===== config.mk =====
export PLATFORM = sky130hd
export DESIGN_NAME = alu_sequencer
export DESIGN_NICKNAME = d
export VERILOG_FILES = /design/src/rtl/alu_sequencer.sv
export SDC_FILE = /design/constraint.sdc
export NUM_CORES = 1
export LEC_CHECK = 0
export BUFFER_PORTS_ARGS = -buffer_cell sky130_fd_sc_hd__buf_2
export CAP_MARGIN = 40
export CELL_PAD_IN_SITES_DETAIL_PLACEMENT = 0
export CELL_PAD_IN_SITES_GLOBAL_PLACEMENT = 2
export CORE_ASPECT_RATIO = 1.2
export CORE_UTILIZATION = 35
export DETAILED_ROUTE_END_ITERATION = 12
export PLACE_DENSITY = 0.77
export SYNTH_ARGS = -nofsm -noshare
export SYNTH_HDL_FRONTEND = slang
export SYNTH_SLANG_ARGS = --single-unit

===== constraint.sdc =====
create_clock -name clk -period 2.35 [get_ports clk]
set_clock_uncertainty 0.1 [all_clocks]
set_input_delay 0.1175 -clock clk [delete_from_list [all_inputs] [get_ports clk]]
set_output_delay 0.1175 -clock clk [all_outputs]
set_load 0.05 [all_outputs]

===== src/rtl/alu_sequencer.sv =====
// Multi-cycle sequencer: fetches operands from a 4x4 register file, runs
// the 4-bit ALU op set and hands the result out over a valid/ready port.
module alu_sequencer #(
    parameter int CNT_W     = 8,
    parameter int MUL_EXTRA = 1
) (
    input  logic             clk,
    input  logic             rst,
    input  logic             instr_valid,
    output logic             instr_ready,
    input  logic [8:0]       instr,
    input  logic             load_en,
    input  logic [1:0]       load_addr,
    input  logic [3:0]       load_data,
    output logic             res_valid,
    input  logic             res_ready,
    output logic [3:0]       res_data,
    output logic [1:0]       res_addr,
    output logic             busy,
    output logic [CNT_W-1:0] retired
);

    typedef enum logic [2:0] {IDLE, READ, EXEC, MUL, WB} state_t;

    localparam bit         HAS_MUL  = (MUL_EXTRA > 0);
    localparam logic [1:0] DLY_INIT = HAS_MUL ? 2'(MUL_EXTRA - 1) : 2'd0;

    state_t     state, state_n;
    logic [2:0] op;
    logic [1:0] rs, rt, rd;
    logic [3:0] opa, opb;
    logic [1:0] dly;
    logic [3:0] rf [4];
    logic [3:0] alu_y;
    logic [7:0] prod;
    logic       is_mul;

    assign is_mul      = (op == 3'b111);
    assign instr_ready = (state == IDLE) && !load_en;
    assign busy        = (state != IDLE);
    assign res_valid   = (state == WB);
    assign prod        = {4'b0, opa} * {4'b0, opb};

    always_comb begin
        alu_y = '0;
        unique case (op)
            3'b000: alu_y = opa + opb;
            3'b001: alu_y = opa + ~opb;
            3'b010: alu_y = opa + 4'd1;
            3'b011: alu_y = ~(opa | opb);
            3'b100: alu_y = ~(opa & opb);
            3'b101: alu_y = opa >> 2;
            3'b110: alu_y = opa << 1;
            3'b111: alu_y = prod[3:0];
            default: alu_y = '0;
        endcase
    end

    always_comb begin
        state_n = state;
        unique case (state)
            IDLE: if (!load_en && instr_valid) state_n = READ;
            READ: state_n = EXEC;
            EXEC: state_n = (is_mul && HAS_MUL) ? MUL : WB;
            MUL:  if (dly == 2'd0) state_n = WB;
            WB:   if (res_ready) state_n = IDLE;
            default: state_n = IDLE;
        endcase
    end

    always_ff @(posedge clk or posedge rst) begin
        if (rst) begin
            state    <= IDLE;
            op       <= '0;
            rs       <= '0;
            rt       <= '0;
            rd       <= '0;
            opa      <= '0;
            opb      <= '0;
            dly      <= '0;
            res_data <= '0;
            res_addr <= '0;
            retired  <= '0;
            for (int i = 0; i < 4; i++) rf[i] <= '0;
        end else begin
            state <= state_n;
            unique case (state)
                IDLE: begin
                    // a direct load takes priority over accepting an instruction
                    if (load_en)
                        rf[load_addr] <= load_data;
                    else if (instr_valid)
                        {op, rs, rt, rd} <= instr;
                end
                READ: begin
                    opa <= rf[rs];
                    opb <= rf[rt];
                end
                EXEC: begin
                    if (is_mul && HAS_MUL) begin
                        dly <= DLY_INIT;
                    end else begin
                        res_data <= alu_y;
                        res_addr <= rd;
                    end
                end
                MUL: begin
                    if (dly == 2'd0) begin
                        res_data <= alu_y;
                        res_addr <= rd;
                    end else begin
                        dly <= dly - 2'd1;
                    end
                end
                WB: begin
                    if (res_ready) begin
                        rf[rd]  <= res_data;
                        retired <= retired + CNT_W'(1);
                    end
                end
                default: ;
            endcase
        end
    end

endmodule


==> key figures <==
Floorplanning
  • Top-level port count: 37
  • Initial Utilization: 35.9%
  • FP Rows: 37
  • Die X: between 80 and 90 µm
  • Core outline area: approximately 8600 µm²
  • Die Outline Area: between 9000 and 10,000 µm²
  • Die span in y: approximately 100 µm

Logic synthesis
  • Count of flip-flops with a built-in enable after synthesis: 0
  • Share of synthesized area occupied by flip-flops and latches: between 40% and 50%
  • Commonest cells post-synth: sky130_fd_sc_hd__dfrtp_1, sky130_fd_sc_hd__nand2_1, sky130_fd_sc_hd__a22oi_1, sky130_fd_sc_hd__mux2_2, sky130_fd_sc_hd__o2bb2ai_1
  • Primary FF master, synth: sky130_fd_sc_hd__dfrtp_1
  • Post-synthesis instance area: 3070 µm²
  • Gate Count Post-Synth: roughly 280
  • Post-synth top area cell: sky130_fd_sc_hd__dfrtp_1
  • Net count after synthesis: about 300
  • Total number of yosys warnings: 0
  • Count leader, synth: sky130_fd_sc_hd__dfrtp_1
  • Flop and latch count out of synthesis: 52
  • Async set-or-reset flop fraction in the synthesized netlist: between 90% and 100%
  • Area share of the leading cell type in the synthesized netlist: roughly 42%
  • Average instance area after synthesis: approximately 11 µm²
  • Largest cells by area after synthesis: sky130_fd_sc_hd__dfrtp_1, sky130_fd_sc_hd__mux2_2, sky130_fd_sc_hd__mux4_2, sky130_fd_sc_hd__o2bb2ai_1, sky130_fd_sc_hd__a22oi_1
  • Yosys cell types: 56

Cells and area
  • Final core utilization: 45.1%
  • Area used by sequential logic in the layout: 1300 µm²
  • Nets: between 300 and 400
  • Diodes inserted: 0
  • Synthesis-to-finish area growth: 25.7%
  • Multi-input gate area: between 1500 and 2000 µm²
  • Layout cells sized above 1: between 30% and 40%
  • Fillers: around 840
  • Non-Filler Cell Area, Final: around 3900 µm²

Global routing
  • Met3 GRT Util: under 10%
  • Met2 routing resource usage after global routing: between 30% and 40%
  • GRT Residual Overflow: 0
  • Maximum number of pins on one net before global-route repair: 23
  • Antenna violations before repair: 0
  • Most crowded layer after global routing: met2
  • Total track usage: 18.3%
  • Via count of the first global-routing pass: roughly 2,500
  • Met1 usage in global routing: 23.1%
  • Wire length of the first global-routing pass: approximately 13,000 µm

Critical path
  • Maximum fanout encountered on the critical timing path: 2
  • Register-to-Register Path Depth: 9
  • Worst path required time: 2.44 ns
  • Worst path most repeated cell: sky130_fd_sc_hd__ha_4
  • Register-to-Register Setup Slack: slightly above 0.09 ns
  • Max stage delay cell, worst path: sky130_fd_sc_hd__dfrtp_1
  • Cells along the critical path: and2_4, ha_4, ha_4, ha_2, xnor2_2, xnor2_1, xnor3_1, a21oi_2, o31ai_1
  • Maximum cell stage delay along the critical path: about 0.4 ns
  • Kind of end point of the critical path: register
  • Element type at the critical path start: register
  • Reg2reg end: res_data[3]
  • Start point of the critical path: opa[0]
  • Data arrival, critical path: between 2 and 2.5 ns
  • Worst Setup EP: res_data[3]
  • Origin of the critical flop-to-flop path: opa[0]
  • Worst setup path category: reg -> reg

STA
  • Final-report hold violation count: 0
  • Final worst path period need: 2.26 ns
  • Final setup violating endpoints: 0
  • Post-route clock period utilization: a little over nine tenths
  • Fmax: approximately 440 MHz
  • Worst Max-Slew Pin Slew: 0.623 ns
  • Count of final max-slew check failures: 0
  • Crit path setup slack, layout: slightly above 0.09 ns
  • Worst slew margin relative to its limit: about three fifths
  • Unrepaired setup endpoints after global routing: true
  • Min Hold Slack: just over 0.06 ns
  • Total negative setup slack: 0 ns

Power
  • Net switching share of the total power: ~45%
  • Sequential group share of total power: 32.2%
  • Cell internal power dissipation: between 2 and 3 mW
  • Share of power burned in the clock network: 10.2%
  • Power density over the cells: between 1000 and 1500 nW/µm²
  • Combinational power share: roughly 58%
  • Leakage power of the design: ~1.7 nW
  • Switching power of the nets: approximately 2.4 mW
  • Maximum VDD drop: slightly below 800 µV

Status
  • Status: completed

Job
  • Number of maximum-capacitance violations: 0

CTS
  • TritonCTS clock tree: yes
  • Clock Latency Late Sink: 0.31 ns
  • Root buf cell: sky130_fd_sc_hd__clkbuf_8
  • Total number of H-tree levels: 2
  • Clock Sinks: 52
  • Maximum clock path buffer count: 2
  • Number of buffers created by CTS: 5
  • Clock-pin transition on the worst setup and hold timing paths: ~0.10 ns

Drt
  • Routed wire per std cell: 16.5 µm
  • Number of remaining DRC errors: 0
  • Number of routed nets with antenna violations: 0
  • First-pass detailed-route iteration total: 5
  • Via density per instance: about 5.4
  • Total Wirelength: between 7000 and 8000 µm
  • Vias: around 2,500
  • Number of design-rule violations left by the first detailed-router iteration: 101

Placed design
  • Final estimated routing congestion in global placement: just over 0.8
  • Post-placement setup slack: -0.0451 ns
  • Number of I/O port buffers: 36
  • Placed wire-length estimate: 5800 µm
  • Placement-stage cell area: between 3000 and 4000 µm²

Worst hold path
  • Hold WC Path Type: in -> reg
-- critical path: cells and delay by family, from the launching register on --
family / cells / cell delay [ns]
flops: 1 / 0.39
fa+ha+maj: 3 / 0.64
compound gates: 2 / 0.23
xor+xnor: 3 / 0.63
simple gates: 1 / 0.17
-- logic make-up after synthesis --
family	count (synthesis)	share of synthesized area [%]
adder cells (fa/ha/maj)	10	4.32
flip-flops	52	42.4
AO/OA/AOI/OAI	84	20.7
multiplexers	28	13.1
XOR/XNOR	13	4.16
buffers and inverters	21	3.38
AND/OR/NAND/NOR	70	12.0
-- timing repair --
| action | in CTS | in global routing |
|---|---|---|
| setup buffers | 0 | 3 |
| pin swaps | 4 | 14 |
| hold buffers | 11 | 0 |
| resized for setup | 4 | 18 |
| endpoints found under the setup margin | 2 | 2 |
| hold endpoints to repair | 24 | 0 |
-- registers in the layout (all words and copies together), names as in the netlist --
name,flops
rf,16
res_data,4
res_addr,2
rt,2
op,3
rs,2
rd,2
state,3
opa,4
retired,8
dly,2
opb,4
-- worst min path at each step --
stage | startpoint | endpoint | slack (ns) | depth (start not counted)
6_report | load_data[2] | rf[2] | 0.06 | 3
5_1_grt | load_data[2] | rf[2] | 0.07 | 3
4_1_cts | load_data[2] | rf[2] | 0.05 | 3
3_5_place_dp | rst | rf[7] | 0.003 | 2
3_3_place_gp | rst | rf[7] | -0.003 | 2
2_1_floorplan | instr[6] | op[0] | 0.17 | 1
-- final cells by class --
class | count | share of cell area, %
multi-input cells | 205 | 46.3
flip-flops and latches | 52 | 33.8
repair buffers | 73 | 12.6
well taps | 117 | 3.79
clock buffers | 7 | 2.24
inverters | 11 | 1.13
clock inverters | 1 | 0.195
-- cell usage in the layout (no fill, tap or decap), types with 3 or more instances in the layout --
master / n
sky130_fd_sc_hd__and3_1: 5
sky130_fd_sc_hd__nand4_1: 4
sky130_fd_sc_hd__and2_1: 3
sky130_fd_sc_hd__a21oi_1: 4
sky130_fd_sc_hd__nor2_1: 9
sky130_fd_sc_hd__a21oi_2: 5
sky130_fd_sc_hd__o2bb2ai_1: 17
sky130_fd_sc_hd__xnor2_1: 8
sky130_fd_sc_hd__a22oi_1: 17
sky130_fd_sc_hd__nand3_1: 5
sky130_fd_sc_hd__dlygate4sd3_1: 11
sky130_fd_sc_hd__ha_4: 3
sky130_fd_sc_hd__nor3b_1: 3
sky130_fd_sc_hd__ha_1: 4
sky130_fd_sc_hd__o21ai_2: 4
sky130_fd_sc_hd__inv_1: 8
sky130_fd_sc_hd__clkbuf_8: 6
sky130_fd_sc_hd__mux2_2: 17
sky130_fd_sc_hd__mux4_2: 8
sky130_fd_sc_hd__a22o_1: 4
sky130_fd_sc_hd__o21ai_0: 10
sky130_fd_sc_hd__nand2_1: 22
sky130_fd_sc_hd__buf_2: 36
sky130_fd_sc_hd__buf_4: 26
sky130_fd_sc_hd__o31ai_1: 3
sky130_fd_sc_hd__dfrtp_1: 51
sky130_fd_sc_hd__mux2i_1: 3
-- per-stage QoR --
step / cells / total power, mW
floorplan: 278 / 3.69
global placement: 445 / 4.47
detailed placement: 445 / 4.49
CTS: 464 / 5.10
global route: 466 / 5.70
finish: 466 / 5.32
-- metal layers --
metal,routed length (µm),vias up
li1,-,1197
met1,3320,1271
met2,3980,54
met3,228,15
met4,169,0
met5,0,-
-- power groups by stage --
| stage | combinational, mW | sequential, mW | clock, mW |
|---|---|---|---|
| 6_report | 3.07 | 1.71 | 0.540 |
| 3_3_place_gp | 2.76 | 1.71 | 0 |
| 4_1_cts | 2.83 | 1.71 | 0.563 |
| 2_1_floorplan | 1.82 | 1.87 | 0 |
| 5_1_grt | 3.33 | 1.77 | 0.599 |
| 3_5_place_dp | 2.77 | 1.72 | 0 |
Power figures use the tool's default switching activity.
